**src/rtl/demux_ctrl_pkg.sv**
```systemverilog
// Shared definitions for the 1-to-4 demux sequencing controller:
// FSM state encoding, mode codes and small one-hot helpers.
package demux_ctrl_pkg;

  localparam int NUM_DEST = 4;

  localparam logic MODE_RR    = 1'b0;
  localparam logic MODE_FIXED = 1'b1;

  // Controller states (plain constants so the encoding stays fixed)
  localparam logic [1:0] ST_IDLE  = 2'd0;
  localparam logic [1:0] ST_ARM   = 2'd1;
  localparam logic [1:0] ST_XFER  = 2'd2;
  localparam logic [1:0] ST_DRAIN = 2'd3;

  // True when exactly one bit of the select code is set
  function automatic logic onehot_legal(input logic [3:0] code);
    return (code != 4'd0) && ((code & (code - 4'd1)) == 4'd0);
  endfunction

  // One-hot select code for a destination index
  function automatic logic [3:0] onehot_dest(input logic [1:0] idx);
    return 4'b0001 << idx;
  endfunction

endpackage

```
**src/rtl/demux_out_reg_v.sv**
```systemverilog
// One-entry output register: holds the beat presented to the demux.
// A load always wins over a retire, so accept+retire in one cycle
// keeps the register full with the new beat.
module demux_out_reg_v #(
  parameter int DATA_W = 1
) (
  input  logic              clk,
  input  logic              rst,
  input  logic              load,
  input  logic              retire,
  input  logic [DATA_W-1:0] d,
  output logic [DATA_W-1:0] q,
  output logic              full
);

  // Data capture and full flag; reset discards any held beat
  always_ff @(posedge clk) begin
    if (rst) begin
      q    <= '0;
      full <= 1'b0;
    end else if (load) begin
      q    <= d;
      full <= 1'b1;
    end else if (retire) begin
      full <= 1'b0;
    end else begin
      full <= full;
    end
  end

endmodule

```
**src/rtl/demux_1_4_ctrl_v.sv**
```systemverilog
// Sequencing controller for the 1-to-4 demux: arms a destination
// (round-robin or software one-hot select), moves up to BURST_LEN beats
// through the output register, then drains and re-arms.
module demux_1_4_ctrl_v
  import demux_ctrl_pkg::*;
#(
  parameter int DATA_W    = 1,
  parameter int BURST_LEN = 4,
  parameter int CNT_W     = 8
) (
  input  logic              i_clk,
  input  logic              i_rst,
  input  logic              i_mode,
  input  logic [3:0]        i_sel_code,
  input  logic              i_a_valid,
  input  logic [DATA_W-1:0] i_a,
  input  logic              i_a_last,
  output logic              o_a_ready,
  output logic [3:0]        o_code,
  output logic [DATA_W-1:0] o_data,
  output logic [3:0]        o_valid,
  input  logic [3:0]        i_ready,
  output logic              o_busy,
  output logic              o_err
);

  localparam logic [CNT_W-1:0] BURST_MAX = CNT_W'(BURST_LEN);

  logic [1:0]       state_r;
  logic [1:0]       ptr_r;
  logic [CNT_W-1:0] cnt_r;
  logic [3:0]       code_r;
  logic             mode_r;
  logic             err_r;

  logic full_s;
  logic retire_s;
  logic a_ready_s;
  logic accept_s;
  logic end_burst_s;
  logic drain_done_s;

  // Handshake decode: only the armed destination's ready can retire the beat
  always_comb begin
    retire_s = full_s && ((code_r & i_ready) != 4'd0);
    if (state_r == ST_XFER) begin
      a_ready_s = (!full_s || retire_s) && (cnt_r < BURST_MAX);
    end else begin
      a_ready_s = 1'b0;
    end
    accept_s     = i_a_valid && a_ready_s;
    end_burst_s  = accept_s && (i_a_last || ((cnt_r + CNT_W'(1)) == BURST_MAX));
    drain_done_s = !full_s || retire_s;
  end

  // Controller FSM with destination pointer, burst counter and sticky error
  always_ff @(posedge i_clk) begin
    if (i_rst) begin
      state_r <= ST_IDLE;
      ptr_r   <= 2'd0;
      cnt_r   <= '0;
      code_r  <= 4'd0;
      mode_r  <= MODE_RR;
      err_r   <= 1'b0;
    end else begin
      case (state_r)
        ST_IDLE: begin
          if (i_a_valid) begin
            state_r <= ST_ARM;
          end else begin
            state_r <= ST_IDLE;
          end
        end
        ST_ARM: begin
          if (i_mode == MODE_FIXED) begin
            if (onehot_legal(i_sel_code)) begin
              code_r  <= i_sel_code;
              cnt_r   <= '0;
              mode_r  <= MODE_FIXED;
              state_r <= ST_XFER;
            end else begin
              // Illegal select: flag it, consume nothing, try again later
              err_r   <= 1'b1;
              state_r <= ST_IDLE;
            end
          end else begin
            code_r  <= onehot_dest(ptr_r);
            cnt_r   <= '0;
            mode_r  <= MODE_RR;
            state_r <= ST_XFER;
          end
        end
        ST_XFER: begin
          if (accept_s) begin
            cnt_r <= cnt_r + CNT_W'(1);
            if (end_burst_s) begin
              state_r <= ST_DRAIN;
            end else begin
              state_r <= ST_XFER;
            end
          end else begin
            state_r <= ST_XFER;
          end
        end
        ST_DRAIN: begin
          if (drain_done_s) begin
            // Mode is the one latched at ARM, so late i_mode changes are ignored
            if (mode_r == MODE_RR) begin
              ptr_r <= ptr_r + 2'd1;
            end else begin
              ptr_r <= ptr_r;
            end
            code_r <= 4'd0;
            if (i_a_valid) begin
              state_r <= ST_ARM;
            end else begin
              state_r <= ST_IDLE;
            end
          end else begin
            state_r <= ST_DRAIN;
          end
        end
        default: begin
          state_r <= ST_IDLE;
          code_r  <= 4'd0;
        end
      endcase
    end
  end

  demux_out_reg_v #(
    .DATA_W (DATA_W)
  ) u_out_reg (
    .clk    (i_clk),
    .rst    (i_rst),
    .load   (accept_s),
    .retire (retire_s),
    .d      (i_a),
    .q      (o_data),
    .full   (full_s)
  );

  assign o_a_ready = a_ready_s;
  assign o_code    = code_r;
  assign o_valid   = full_s ? code_r : 4'd0;
  assign o_busy    = (state_r != ST_IDLE);
  assign o_err     = err_r;

endmodule

```
**config.mk**
```make
export PLATFORM = sky130hd
export DESIGN_NAME = demux_1_4_ctrl_v
export DESIGN_NICKNAME = d
export VERILOG_FILES = /design/src/rtl/demux_ctrl_pkg.sv /design/src/rtl/demux_out_reg_v.sv /design/src/rtl/demux_1_4_ctrl_v.sv
export SDC_FILE = /design/constraint.sdc
export NUM_CORES = 1
export LEC_CHECK = 0
export ABC_AREA = 1
export BUFFER_PORTS_ARGS = -buffer_cell sky130_fd_sc_hd__clkbuf_2
export CAP_MARGIN = 20
export CORE_AREA = 3 3 59 61
export CTS_BUF_LIST = sky130_fd_sc_hd__clkbuf_8
export DETAILED_ROUTE_END_ITERATION = 7
export DIE_AREA = 0 0 62 64
export PLACE_DENSITY = 0.7
export RECOVER_POWER = 100
export SLEW_MARGIN = 20
export SYNTH_ARGS = -nofsm -noshare
export SYNTH_HDL_FRONTEND = slang
export SYNTH_SLANG_ARGS = --single-unit
```
**constraint.sdc**
```tcl
create_clock -name i_clk -period 3.8 [get_ports i_clk]
set_input_delay 0.38 -clock i_clk [delete_from_list [all_inputs] [get_ports i_clk]]
set_output_delay 0.38 -clock i_clk [all_outputs]
set_load 0.01 [all_outputs]
```
# Yosys cells after proc, flatten, opt, wreduce, memory -nomap -nowiden
# Index checks and enable logic that the tools add are counted.
[word_totals] regBits=20 input_bits=14 elab_cells=67
[op_classes] add_sub_neg=3 n_lt_le_gt_ge=1 eq_ne=8 n_shift=1 muxes=21 n_bitwise=4 n_reduce_logical=21
[op_table] op="$mux W8" count=3
[op_table] op="$mux W4" count=4
[op_table] op="$pmux W8 S2" count=1
[op_table] op="$reduce_and A3 Y1" count=4
[op_table] op="$add A8 B1 Y8 const B" count=1
[op_table] op="$and A4 B4 Y4" count=2
[op_table] op="$eq A8 B3 Y1 const B" count=1
[op_table] op="$lt A8 B3 Y1 const B" count=1
[op_table] op="$mux W2" count=4
[op_table] op="$pmux W2 S4" count=1
[op_table] op="$pmux W4 S2" count=1
[op_table] op="$reduce_bool A2 Y1" count=4
[op_table] op="$reduce_bool A4 Y1" count=2
[op_table] op="$mux W1" count=7
[op_table] op="$logic_and A1 B1 Y1" count=5
[op_table] op="$eq A2 B2 Y1 const B" count=2
[op_table] op="$logic_not A4 Y1" count=1
[op_table] op="$ne A2 B2 Y1 const B" count=2
[op_table] op="$shl A1 B2 Y4 const A" count=1
[op_table] op="$sub A4 B1 Y4 const B" count=1
[op_table] op="$ne A3 B3 Y1 const B" count=1
[op_table] op="$add A2 B1 Y2 const B" count=1
[op_table] op="$eq A2 B1 Y1 const B" count=1
[op_table] op="$logic_not A2 Y1" count=1
[op_table] op="other kinds (5)" count=7

# Longest topological paths before layout
# Gate-level depths: netlist of run 1.
[depth] depth_word=11 depth_mapped=10 depth_no_buf=10

# Cells and area by module
# Synthesis of run 1 repeated with hierarchy kept, for this count alone.
[unflattened] hier_cells=182 hier_area_um2=1177.4
[modules_own_cells] mod="demux_1_4_ctrl_v" instances=1 cells_each=173 area_each_um2=1104.8
[modules_own_cells] mod="demux_out_reg_v" instances=1 cells_each=9 area_each_um2=72.6

# Worst setup path before layout of run 1
# Ideal clock, no wire load.
[synth_path] path_type="register -> register" startpoint="register cnt_r[0]" endpoint="register state_r[0]" setup_time_ps=66 t_arrival_ps=1210 path_slack_ps=2524 stages_incl_launch_ff=10 path_buffers=0 period_less_slack_ps=1276 path_cell_list="dfxtp_1 -> ha_1 -> nand3_1 -> o21bai_1 -> nand2_1 -> nor2_1 -> nand3_1 -> nand2_1 -> nand2_1 -> a21oi_2"
[synth_via] elab_chain_len=8
[synth_rtl] element="start: declaration" line_no="demux_1_4_ctrl_v.sv:31" source="logic [CNT_W-1:0] cnt_r;"
[synth_rtl] element="start signal: assignment" line_no="demux_1_4_ctrl_v.sv:95" source="cnt_r <= cnt_r + CNT_W'(1);"
[synth_rtl] element="branches (longest 6 deep; another with $add A8 B1 Y8)"
[synth_rtl] element="$mux W2 (*)" line_no="demux_1_4_ctrl_v.sv:94" source="if (accept_s) begin"
[synth_rtl] element="$pmux W2 S4 (*)" line_no="demux_1_4_ctrl_v.sv:66" source="case (state_r)"
[synth_rtl] element="end signal: assignment" line_no="demux_1_4_ctrl_v.sv:69" source="state_r <= ST_ARM;"
[synth_rtl] element="end signal: assignment" line_no="demux_1_4_ctrl_v.sv:97" source="state_r <= ST_DRAIN;"
[synth_rtl] element="end signal: assignment" line_no="demux_1_4_ctrl_v.sv:99" source="state_r <= ST_XFER;"
[synth_rtl] element="end: declaration" line_no="demux_1_4_ctrl_v.sv:29" source="logic [1:0] state_r;"
# Mark *: on every way between the ends.
# A chain may end at the register's enable or synchronous reset.

# Final worst setup path of run 1
[layout_path] startpoint="register state_r[0]" endpoint="output o_a_ready"
[layout_via] elab_chain_len=2
[layout_rtl] element="start signal: assignment" line_no="demux_1_4_ctrl_v.sv:59" source="state_r <= ST_IDLE;"
[layout_rtl] element="start signal: assignment" line_no="demux_1_4_ctrl_v.sv:69"
[layout_rtl] element="start signal: assignment" line_no="demux_1_4_ctrl_v.sv:71" source="state_r <= ST_IDLE;"
[layout_rtl] element="$eq A2 B2 Y1" line_no="demux_1_4_ctrl_v.sv:46" source="if (state_r == ST_XFER) begin"
[layout_rtl] element="$mux W1" line_no="demux_1_4_ctrl_v.sv:46"
[layout_rtl] element="end: declaration" line_no="demux_1_4_ctrl_v.sv:18" source="output logic o_a_ready,"
# No other way between the ends.

==> results.yml, run 1 <==
worst_setup_path:
  reg2reg_depth: 8
  path_class: "register to output pin"
  slowest_delay_ns: 0.45
  cp_max_fo: 5
  worstReg2RegEnd: "cnt_r[2]$_SDFFE_PP0P_"
  worstPathRequired_ns: 3.42
  slowest_stage: "nor3_1"
  end_kind: "output pin"
  ff2ff_setup_slack_ns: 1.98
  path_buf_inv: 3
  crit_family: "simple AND/OR/NAND/NOR gates"
  arrival_ns: 1.52
  r2r-start: "state_r[0]$_SDFF_PP0_"
  crit_chain: "inv_1 > nand2_1 > nor3_1 > nand2_1 > inv_1 > clkbuf_1"
  start_kind: "register"
grt:
  globalRouteMet3Util: 0.01818
  overflow: 0
  grt_use_met2: 0.1982
  antenna_found_initial: 0
  busiest_layer: "met2"
  grt_pass1_wl_um: 4064
  track_usage: 0.1316
  use_met1: 0.1826
  grt_start_max_net_pins: 14
  grt_pass1_vias: 987
finish:
  nets: 226
  multi_input_area_um2: 615.6
  final_area_mm2: 0.001360
  antenna_cells: 0
  syn2layout_area_growth_pct: 14.54
  drive_gt1_frac: 0.1220
  seqCellArea_um2: 400.4
  nFillCells: 330
timing:
  finalWorstSetupSlack_ns: 1.902
  tightestPinTransition_ns: 0.4638
  slew_violations: 0
  finalCriticalPeriod_ns: 1.898
  slew_headroom: 0.6884
  tns_ns: 0
  finalSetupViolations: 0
  clock.fmax_mhz: 526.7
  skew_ns: 0.0009221
  finalCritPeriodShare: 0.4996
  rsz0062_at_grt: "no"
  hold_violations: 0
clock_tree:
  cts_buffers: 3
  cts_resized: 0
  cts.path.max_buffers: 2
  ctsHoldBuffers: 0
  cts_sinks: 20
  clock-root-buffer: "clkbuf_8"
  h-tree-depth: 1
  post_cts_buffers: 0
  clk_latency_ns: 0.25
  cts_tree: "built"
  path_clk_slew_ns: 0.07
floorplanning:
  ios: 26
  die_w_um: 62
  core.rowCount: 20
  fp.coreArea_mm2: 0.003028
  dieArea_mm2: 0.003968
  initial_core_util: 0.3921
  dieHeight_um: 64
synthesis:
  synth.largest_area_cell: "dfxtp_1"
  ys_seq_area_frac: 0.3372
  yosys_warnings: 0
  synth_cells: 178
  synth_nets: 198
  synth_seq_cells: 20
  netlist.area_leader.share: 0.3372
  netlist_area_mm2: 0.001187
  synth.area.top_cells: "dfxtp_1 34%, nand2_1 11%, inv_1 8.9%"
  ys_types: 25
  synth_area_per_cell_um2: 6.671
power_and_ir_drop:
  p_per_area_mw_per_mm2: 360.1
  ir_drop_v: 0.0001058
  fin_total_pwr_uw: 489.8
  p_leak_nw: 0.6676
detailed_routing:
  drtIter0Drc: 46
  vias: 1136
  drc_errors: 0
  drt-wirelength-per-cell_um: 9.703
  dr.pass1.iters: 4
  via_per_inst: 4.562
  wirelength_um: 2416
  drtAntennaViolNets: 0
outcome:
  status: "finished, final reports clean"
placed_design:
  post-place-ws_ns: 2.301
  gp_congestion: 0.8412
  dpl.hpwl_um: 1827
  port_buffers: 25
  placed_area_mm2: 0.001359
min_path:
  whs_path_depth: 3
  min_from: "i_a"
  hold_path_class: "primary input to register"
  whs_endpoint: "u_out_reg.q$_SDFFE_PP0P_"
flow_run:
  timing.max_cap.violations: 0
==> how the worst max path moves through the flow <==
| stage | startpoint | to | slack [ns] | cells after the start |
|---|---|---|---|---|
| after global routing | state_r[0]$_SDFF_PP0_ | o_a_ready | 1.79 | 6 |
| after global placement | i_ready[0] | o_a_ready | 2.31 | 8 |
| final | state_r[0]$_SDFF_PP0_ | o_a_ready | 1.90 | 6 |
| after CTS | cnt_r[5]$_SDFFE_PP0P_ | o_a_ready | 2.12 | 6 |
| after floorplan | cnt_r[0]$_SDFFE_PP0P_ | state_r[0]$_SDFF_PP0_ | 2.52 | 9 |
| after detailed placement | i_ready[0] | o_a_ready | 2.30 | 8 |
==> tightest hold or removal path: stages <==
cell	delay [ns]
clkbuf_2	0.08
nor2_1	0.09
a211oi_1	0.05
==> final cells by class <==
class | instances | share of cell area
clock buffer | 4 | 0.04048
inverter | 33 | 0.09108
multi-input combinational | 123 | 0.4526
sequential | 20 | 0.2944
tap | 44 | 0.04048
timing repair buffer | 25 | 0.08096
==> sequential cells by signal, indices dropped and copies added (netlist names) <==
register,cells
o_err,1
ptr_r,2
state_r,2
mode_r,1
o_code,4
u_out_reg.q,1
cnt_r,8
u_out_reg.full,1
==> cell usage after synthesis, drive strengths merged <==
cell type  instances
nand4              3
nand3             13
o21ai             11
nand2             40
nor3               7
o21bai             1
nor2              26
or2                1
o211ai             3
buf                1
a21oi             11
clkbuf             1
ha                 6
dfxtp             20
inv               33
a211oi             1
==> metrics by stage <==
step | cells | hold slack [ns] | util
3_3_place_gp | 245 | 0.4453 | 0.4488
3_5_place_dp | 245 | 0.4507 | 0.4488
5_1_grt | 249 | 0.3954 | 0.4492
4_1_cts | 249 | 0.4034 | 0.4669
2_1_floorplan | 178 | 0.4340 | -
6_report | 249 | 0.3839 | 0.4492
==> cell families (layout without fill, tap and decap cells) <==
kind of cell,count (synthesis),count (layout),share of synthesized area
simple gates,90,90,0.3530
buf+inv,35,62,0.1117
compound gates,27,27,0.1349
flops,20,20,0.3372
fa+ha+maj,6,6,0.06322
==> per-layer routing <==
metal,vias up,share of wire
met5,-,0
met2,29,0.43
met3,2,0.037
met4,0,0.012
met1,487,0.52
li1,618,-
==> layout by cell type (no fill, tap or decap), types with 6 or more instances in the layout <==
| master | instances |
|---|---|
| a21oi_1 | 11 |
| nand2_1 | 38 |
| dfxtp_1 | 20 |
| inv_1 | 30 |
| nor3_1 | 7 |
| ha_1 | 6 |
| o21ai_0 | 7 |
| nand3_1 | 12 |
| clkbuf_2 | 13 |
| clkbuf_1 | 12 |
| nor2_1 | 25 |
==> power breakdown <==
part | switching (mW) | internal (mW) | total, mW | leakage [nW]
Sequential | 0.0143 | 0.224 | 0.238 | 0.163
Combinational | 0.0581 | 0.0319 | 0.0901 | 0.476
Clock | 0.0692 | 0.0921 | 0.161 | 0.0288
No activity file was read; power rests on OpenSTA's default activity.
==> run 2: changes to the inputs <==
--- a/config.mk
+++ b/config.mk
@@ -12,7 +12,7 @@
 export CTS_BUF_LIST = sky130_fd_sc_hd__clkbuf_8
 export DETAILED_ROUTE_END_ITERATION = 7
 export DIE_AREA = 0 0 62 64
-export PLACE_DENSITY = 0.7
+export PLACE_DENSITY = 0.72
 export RECOVER_POWER = 100
 export SLEW_MARGIN = 20
 export SYNTH_ARGS = -nofsm -noshare
==> constraint.sdc (replaced) <==
create_clock -name i_clk -period 1.7 [get_ports i_clk]
set_input_delay 0.17 -clock i_clk [delete_from_list [all_inputs] [get_ports i_clk]]
set_output_delay 0.17 -clock i_clk [all_outputs]
set_load 0.01 [all_outputs]
==> run 2 against run 1 <==
- sequential share of layout area fell by 0.56 points
- routed wire length is 0.25% higher
- combinational power rose by 140%
- flip-flop and latch count is the same
- largest cell class unchanged
- highest routed layer unchanged
==> results.yml, run 2 (synthesis gave the netlist of run 1 again) <==
outcome:
  status: "finished, final reports clean"
clock_tree:
  h-tree-depth: 1
  path_clk_slew_ns: 0.07
  cts_resized: 0
  cts_buffers: 3
  clock-root-buffer: "clkbuf_8"
  clk_latency_ns: 0.26
  cts_sinks: 20
  cts_tree: "built"
  post_cts_buffers: 0
  ctsHoldBuffers: 0
  cts.path.max_buffers: 2
finish:
  syn2layout_area_growth_pct: 16.75
  layout_common_cells: "36 x nand2_1, 29 x inv_1, 25 x nor2_1, 20 x dfxtp_1, 13 x clkbuf_2"
  nFillCells: 329
  largest_register: "cnt_r"
  nets: 226
  largest_register_ffs: 8
  layout_commonest_cell: "nand2_1"
  drive_gt1_frac: 0.1561
  antenna_cells: 0
power_and_ir_drop:
  p_int_uw: 785.6
  pwr-share-comb: 0.191
  p_seq_frac: 0.480
  p_leak_nw: 0.6710
  swShare: 0.2957
  ir_drop_v: 0.0002766
  p_per_area_mw_per_mm2: 804.5
  p_switching_uw: 329.8
  pwr-share-clk: 0.329
min_path:
  hold_path_class: "primary input to register"
  whs_path_depth: 3
timing:
  tightestPinTransition_ns: 0.2933
  tns_ns: 0
  finalWorstSetupSlack_ns: 0.2448
  hold_violations: 0
  clock.fmax_mhz: 687.2
  skew_ns: 0.002080
  rsz0062_at_grt: "no"
  slew_headroom: 0.8045
  finalCritPeriodShare: 0.8560
  finalSetupViolations: 0
  finalCriticalPeriod_ns: 1.455
  slew_violations: 0
worst_setup_path:
  arrival_ns: 1.61
  reg2reg_depth: 8
  crit_chain: "inv_1 > nand2_2 > nor3_4 > nand3_1 > nand2_4 > inv_2 > nor2_1 > nor2_1"
  slowest_delay_ns: 0.34
  end_kind: "register"
  slowest_stage: "dfxtp_1"
  cp_max_fo: 9
  cpMostUsedCell: "nor2_1"
  start_kind: "register"
  path_class: "register to register"
  worstPathRequired_ns: 1.86
floorplanning:
  ios: 26
  dieHeight_um: 64
  dieArea_mm2: 0.003968
  fp.coreArea_mm2: 0.003028
  initial_core_util: 0.3921
  die_w_um: 62
  core.rowCount: 20
grt:
  overflow: 0
  track_usage: 0.1347
  antenna_found_initial: 0
  grt_pass1_vias: 977
  grt_pass1_wl_um: 4091
  grt_start_max_net_pins: 14
detailed_routing:
  drt-wirelength-per-cell_um: 9.727
  vias: 1142
  drtAntennaViolNets: 0
  via_per_inst: 4.586
  drc_errors: 0
  drtIter0Drc: 37
  dr.pass1.iters: 4
  wirelength_um: 2422
placed_design:
  dpl.hpwl_um: 1888
  post-place-ws_ns: 0.2901
  port_buffers: 25
  gp_congestion: 0.8689
flow_run:
  timing.max_cap.violations: 0
-- run 2: layout make-up --
type                    instances  area, µm²  share of cell area
flip-flops and latches         20      400.4              0.2888
clock buffers                   4      55.05             0.03971
inverters                      33      123.9             0.08935
well taps                      44      55.05             0.03971
multi-input cells             123      641.9              0.4630
repair buffers                 25      110.1             0.07942
-- run 2: power groups by stage --
stage | Combinational (mW) | Sequential, mW | Clock, mW
after floorplan | 0.154 | 0.544 | 0
after global placement | 0.219 | 0.546 | 0
after detailed placement | 0.221 | 0.546 | 0
after CTS | 0.223 | 0.535 | 0.374
after global routing | 0.248 | 0.542 | 0.400
final | 0.213 | 0.536 | 0.367
-- run 2: per-stage QoR --
| step | instance area (µm²) | hold WS, ns | util | power, mW | instances |
|---|---|---|---|---|---|
| floorplan | 1187 | 0.2430 | - | 0.6976 | 178 |
| global placement | 1359 | 0.4451 | 0.4488 | 0.7650 | 245 |
| detailed placement | 1359 | 0.4566 | 0.4488 | 0.7671 | 245 |
| CTS | 1414 | 0.1850 | 0.4669 | 1.133 | 249 |
| global route | 1386 | 0.1904 | 0.4579 | 1.191 | 249 |
| finish | 1386 | 0.1855 | 0.4579 | 1.115 | 249 |
-- run 2: critical path, delay by kind of cell, from the launching register on --
family	cells	cell delay (ns)
buffers and inverters	2	0.14
flip-flops	1	0.34
AND/OR/NAND/NOR	6	0.88
-- run 2: path summary, 6_finish.rpt --
path | startpoint | endpoint | slack (ns)
setup / recovery | state_r[0]$_SDFF_PP0_ | cnt_r[2]$_SDFFE_PP0P_ | 0.24
hold reg to reg | u_out_reg.q$_SDFFE_PP0P_ | u_out_reg.q$_SDFFE_PP0P_ | 0.47
hold / removal | i_a | u_out_reg.q$_SDFFE_PP0P_ | 0.19
setup reg to reg | state_r[0]$_SDFF_PP0_ | cnt_r[2]$_SDFFE_PP0P_ | 0.24
-- run 2: metal layers --
layer	GRT usage	vias to the layer above	share of wire
li1	-	617	-
met1	0.1848	499	0.50
met2	0.1969	22	0.44
met3	0.02020	4	0.038
met4	0.07162	0	0.021
met5	0	-	0
==> run 3: changes to the inputs <==
--- a/config.mk
+++ b/config.mk
@@ -6,13 +6,13 @@
 export NUM_CORES = 1
 export LEC_CHECK = 0
 export ABC_AREA = 1
-export BUFFER_PORTS_ARGS = -buffer_cell sky130_fd_sc_hd__clkbuf_2
 export CAP_MARGIN = 20
 export CORE_AREA = 3 3 59 61
 export CTS_BUF_LIST = sky130_fd_sc_hd__clkbuf_8
 export DETAILED_ROUTE_END_ITERATION = 7
 export DIE_AREA = 0 0 62 64
-export PLACE_DENSITY = 0.72
+export DONT_BUFFER_PORTS = 1
+export PLACE_DENSITY = 0.65
 export RECOVER_POWER = 100
 export SLEW_MARGIN = 20
 export SYNTH_ARGS = -nofsm -noshare
==> run 3 against run 2 <==
- global-route usage grew 0.44 points
- non-clock buffer count shrank 24
- die area is the same
- critical endpoint is now cnt_r[1]$_SDFFE_PP0P_
- final cell count shrank 9.6%
- setup slack lost 0.0051 ns
- clock skew grew 0.0040 ns
- total power shrank 2.4%
- maximum frequency shrank 0.35%
- critical path depth grew 1
==> results.yml, run 3 (synthesis gave the netlist of run 1 again) <==
floorplanning:
  ios: 26
  dieArea_mm2: 0.003968
  dieHeight_um: 64
  die_w_um: 62
  core.rowCount: 20
  fp.coreArea_mm2: 0.003028
  initial_core_util: 0.3921
detailed_routing:
  drtIter0Drc: 49
  drt-wirelength-per-cell_um: 10.90
  via_per_inst: 4.671
  drc_errors: 0
  wirelength_um: 2452
  vias: 1051
  dr.pass1.iters: 4
  drtAntennaViolNets: 0
clock_tree:
  cts_tree: "built"
  cts.path.max_buffers: 2
  clock-root-buffer: "clkbuf_8"
  post_cts_buffers: 0
  clk_latency_ns: 0.26
  path_clk_slew_ns: 0.08
  cts_sinks: 20
  h-tree-depth: 1
  cts_buffers: 3
finish:
  largest_register_ffs: 8
  layout_commonest_cell: "nand2_1"
  drive_gt1_frac: 0.1050
  layout_common_cells: "36 x nand2_1, 29 x inv_1, 25 x nor2_1, 20 x dfxtp_1, 12 x nand3_1"
  nets: 202
  antenna_cells: 0
  syn2layout_area_growth_pct: 8.324
  largest_register: "cnt_r"
  utilization: 0.4248
grt:
  grt_start_max_net_pins: 13
  overflow: 0
  grt_pass1_vias: 992
  track_usage: 0.1391
  grt_pass1_wl_um: 4236
  antenna_found_initial: 0
placed_design:
  dpl.hpwl_um: 1923
  gp_congestion: 0.8103
  port_buffers: 0
  post-place-ws_ns: 0.3035
timing:
  rsz0062_at_grt: "no"
  clock.fmax_mhz: 684.8
  tightestPinTransition_ns: 0.4815
  finalCriticalPeriod_ns: 1.460
  skew_ns: 0.006059
  finalSetupViolations: 0
  slew_headroom: 0.6780
  hold_slack_ns: 0.1064
  finalWorstSetupSlack_ns: 0.2396
  slew_violations: 0
  hold_violations: 0
  finalCritPeriodShare: 0.8590
  tns_ns: 0
power_and_ir_drop:
  fin_total_pwr_mw: 1.088
  ir_drop_v: 0.0002318
  p_leak_nw: 0.6070
  p_per_area_mw_per_mm2: 845.9
min_path:
  hold_path_class: "primary input to register"
worst_setup_path:
  end_kind: "register"
  cp_max_fo: 9
  worstPathRequired_ns: 1.86
  start_kind: "register"
  path_class: "register to register"
  arrival_ns: 1.62
outcome:
  status: "finished, final reports clean"
flow_run:
  timing.max_cap.violations: 0
-- run 3: cell types whose count changed in the layout (fill, tap and decap cells not counted) --
cell           before  now
clkbuf_1           12    0
dlygate4sd3_1       0    1
clkbuf_2           13    0
-- run 3: per-layer routing --
layer / global-route usage / up-vias / part of all wire
li1: - / 568 / -
met1: 0.1860 / 458 / 0.49
met2: 0.2176 / 23 / 0.45
met3: 0.02020 / 2 / 0.047
met4: 0.05570 / 0 / 0.0086
met5: 0 / - / 0
-- run 3: worst max-delay path, stage by stage (launching register included) --
cell and delay, ns:
dfxtp_1 0.42, nand2_1 0.09, nand2_1 0.08, a21oi_2 0.04, nand3_2 0.12, nand3_1 0.23
nand2_4 0.19, inv_2 0.06, nor2_1 0.08, nor2_1 0.05
-- run 3: path summary, 6_finish.rpt --
kind | start | to | slack [ns] | cells past startpoint
worst max-delay path | o_code[0]$_SDFFE_PP0P_ | cnt_r[1]$_SDFFE_PP0P_ | 0.24 | 9
worst min register to register | mode_r$_SDFFE_PP0P_ | mode_r$_SDFFE_PP0P_ | 0.46 | 2
worst min-delay path | i_mode | mode_r$_SDFFE_PP0P_ | 0.11 | 2
worst max register to register | o_code[0]$_SDFFE_PP0P_ | cnt_r[1]$_SDFFE_PP0P_ | 0.24 | 9
-- run 3: area by class of cell --
| type | instances | area, µm² |
|---|---|---|
| inverters | 33 | 123.9 |
| fillers | 324 | 1742 |
| clock buffers | 4 | 55.05 |
| flip-flops and latches | 20 | 400.4 |
| multi-input cells | 123 | 641.9 |
| well taps | 44 | 55.05 |
| repair buffers | 1 | 10.01 |
-- run 3: timing repair --
item / 4_1_cts / 5_1_grt
hold buffers: 1 / 0
hold endpoints to repair: 12 / 0
gates resized for setup: 0 / 0
-- run 3: stage by stage --
step | instances | cell area (µm²)
2_1_floorplan | 178 | 1187
3_3_place_gp | 220 | 1234
3_5_place_dp | 220 | 1234
4_1_cts | 225 | 1299
5_1_grt | 225 | 1286
6_report | 225 | 1286
-- run 3: power by group --
group	total, mW	internal [mW]	switching (mW)
Combinational	0.180	0.0628	0.117
Sequential	0.541	0.501	0.0398
Clock	0.367	0.206	0.161
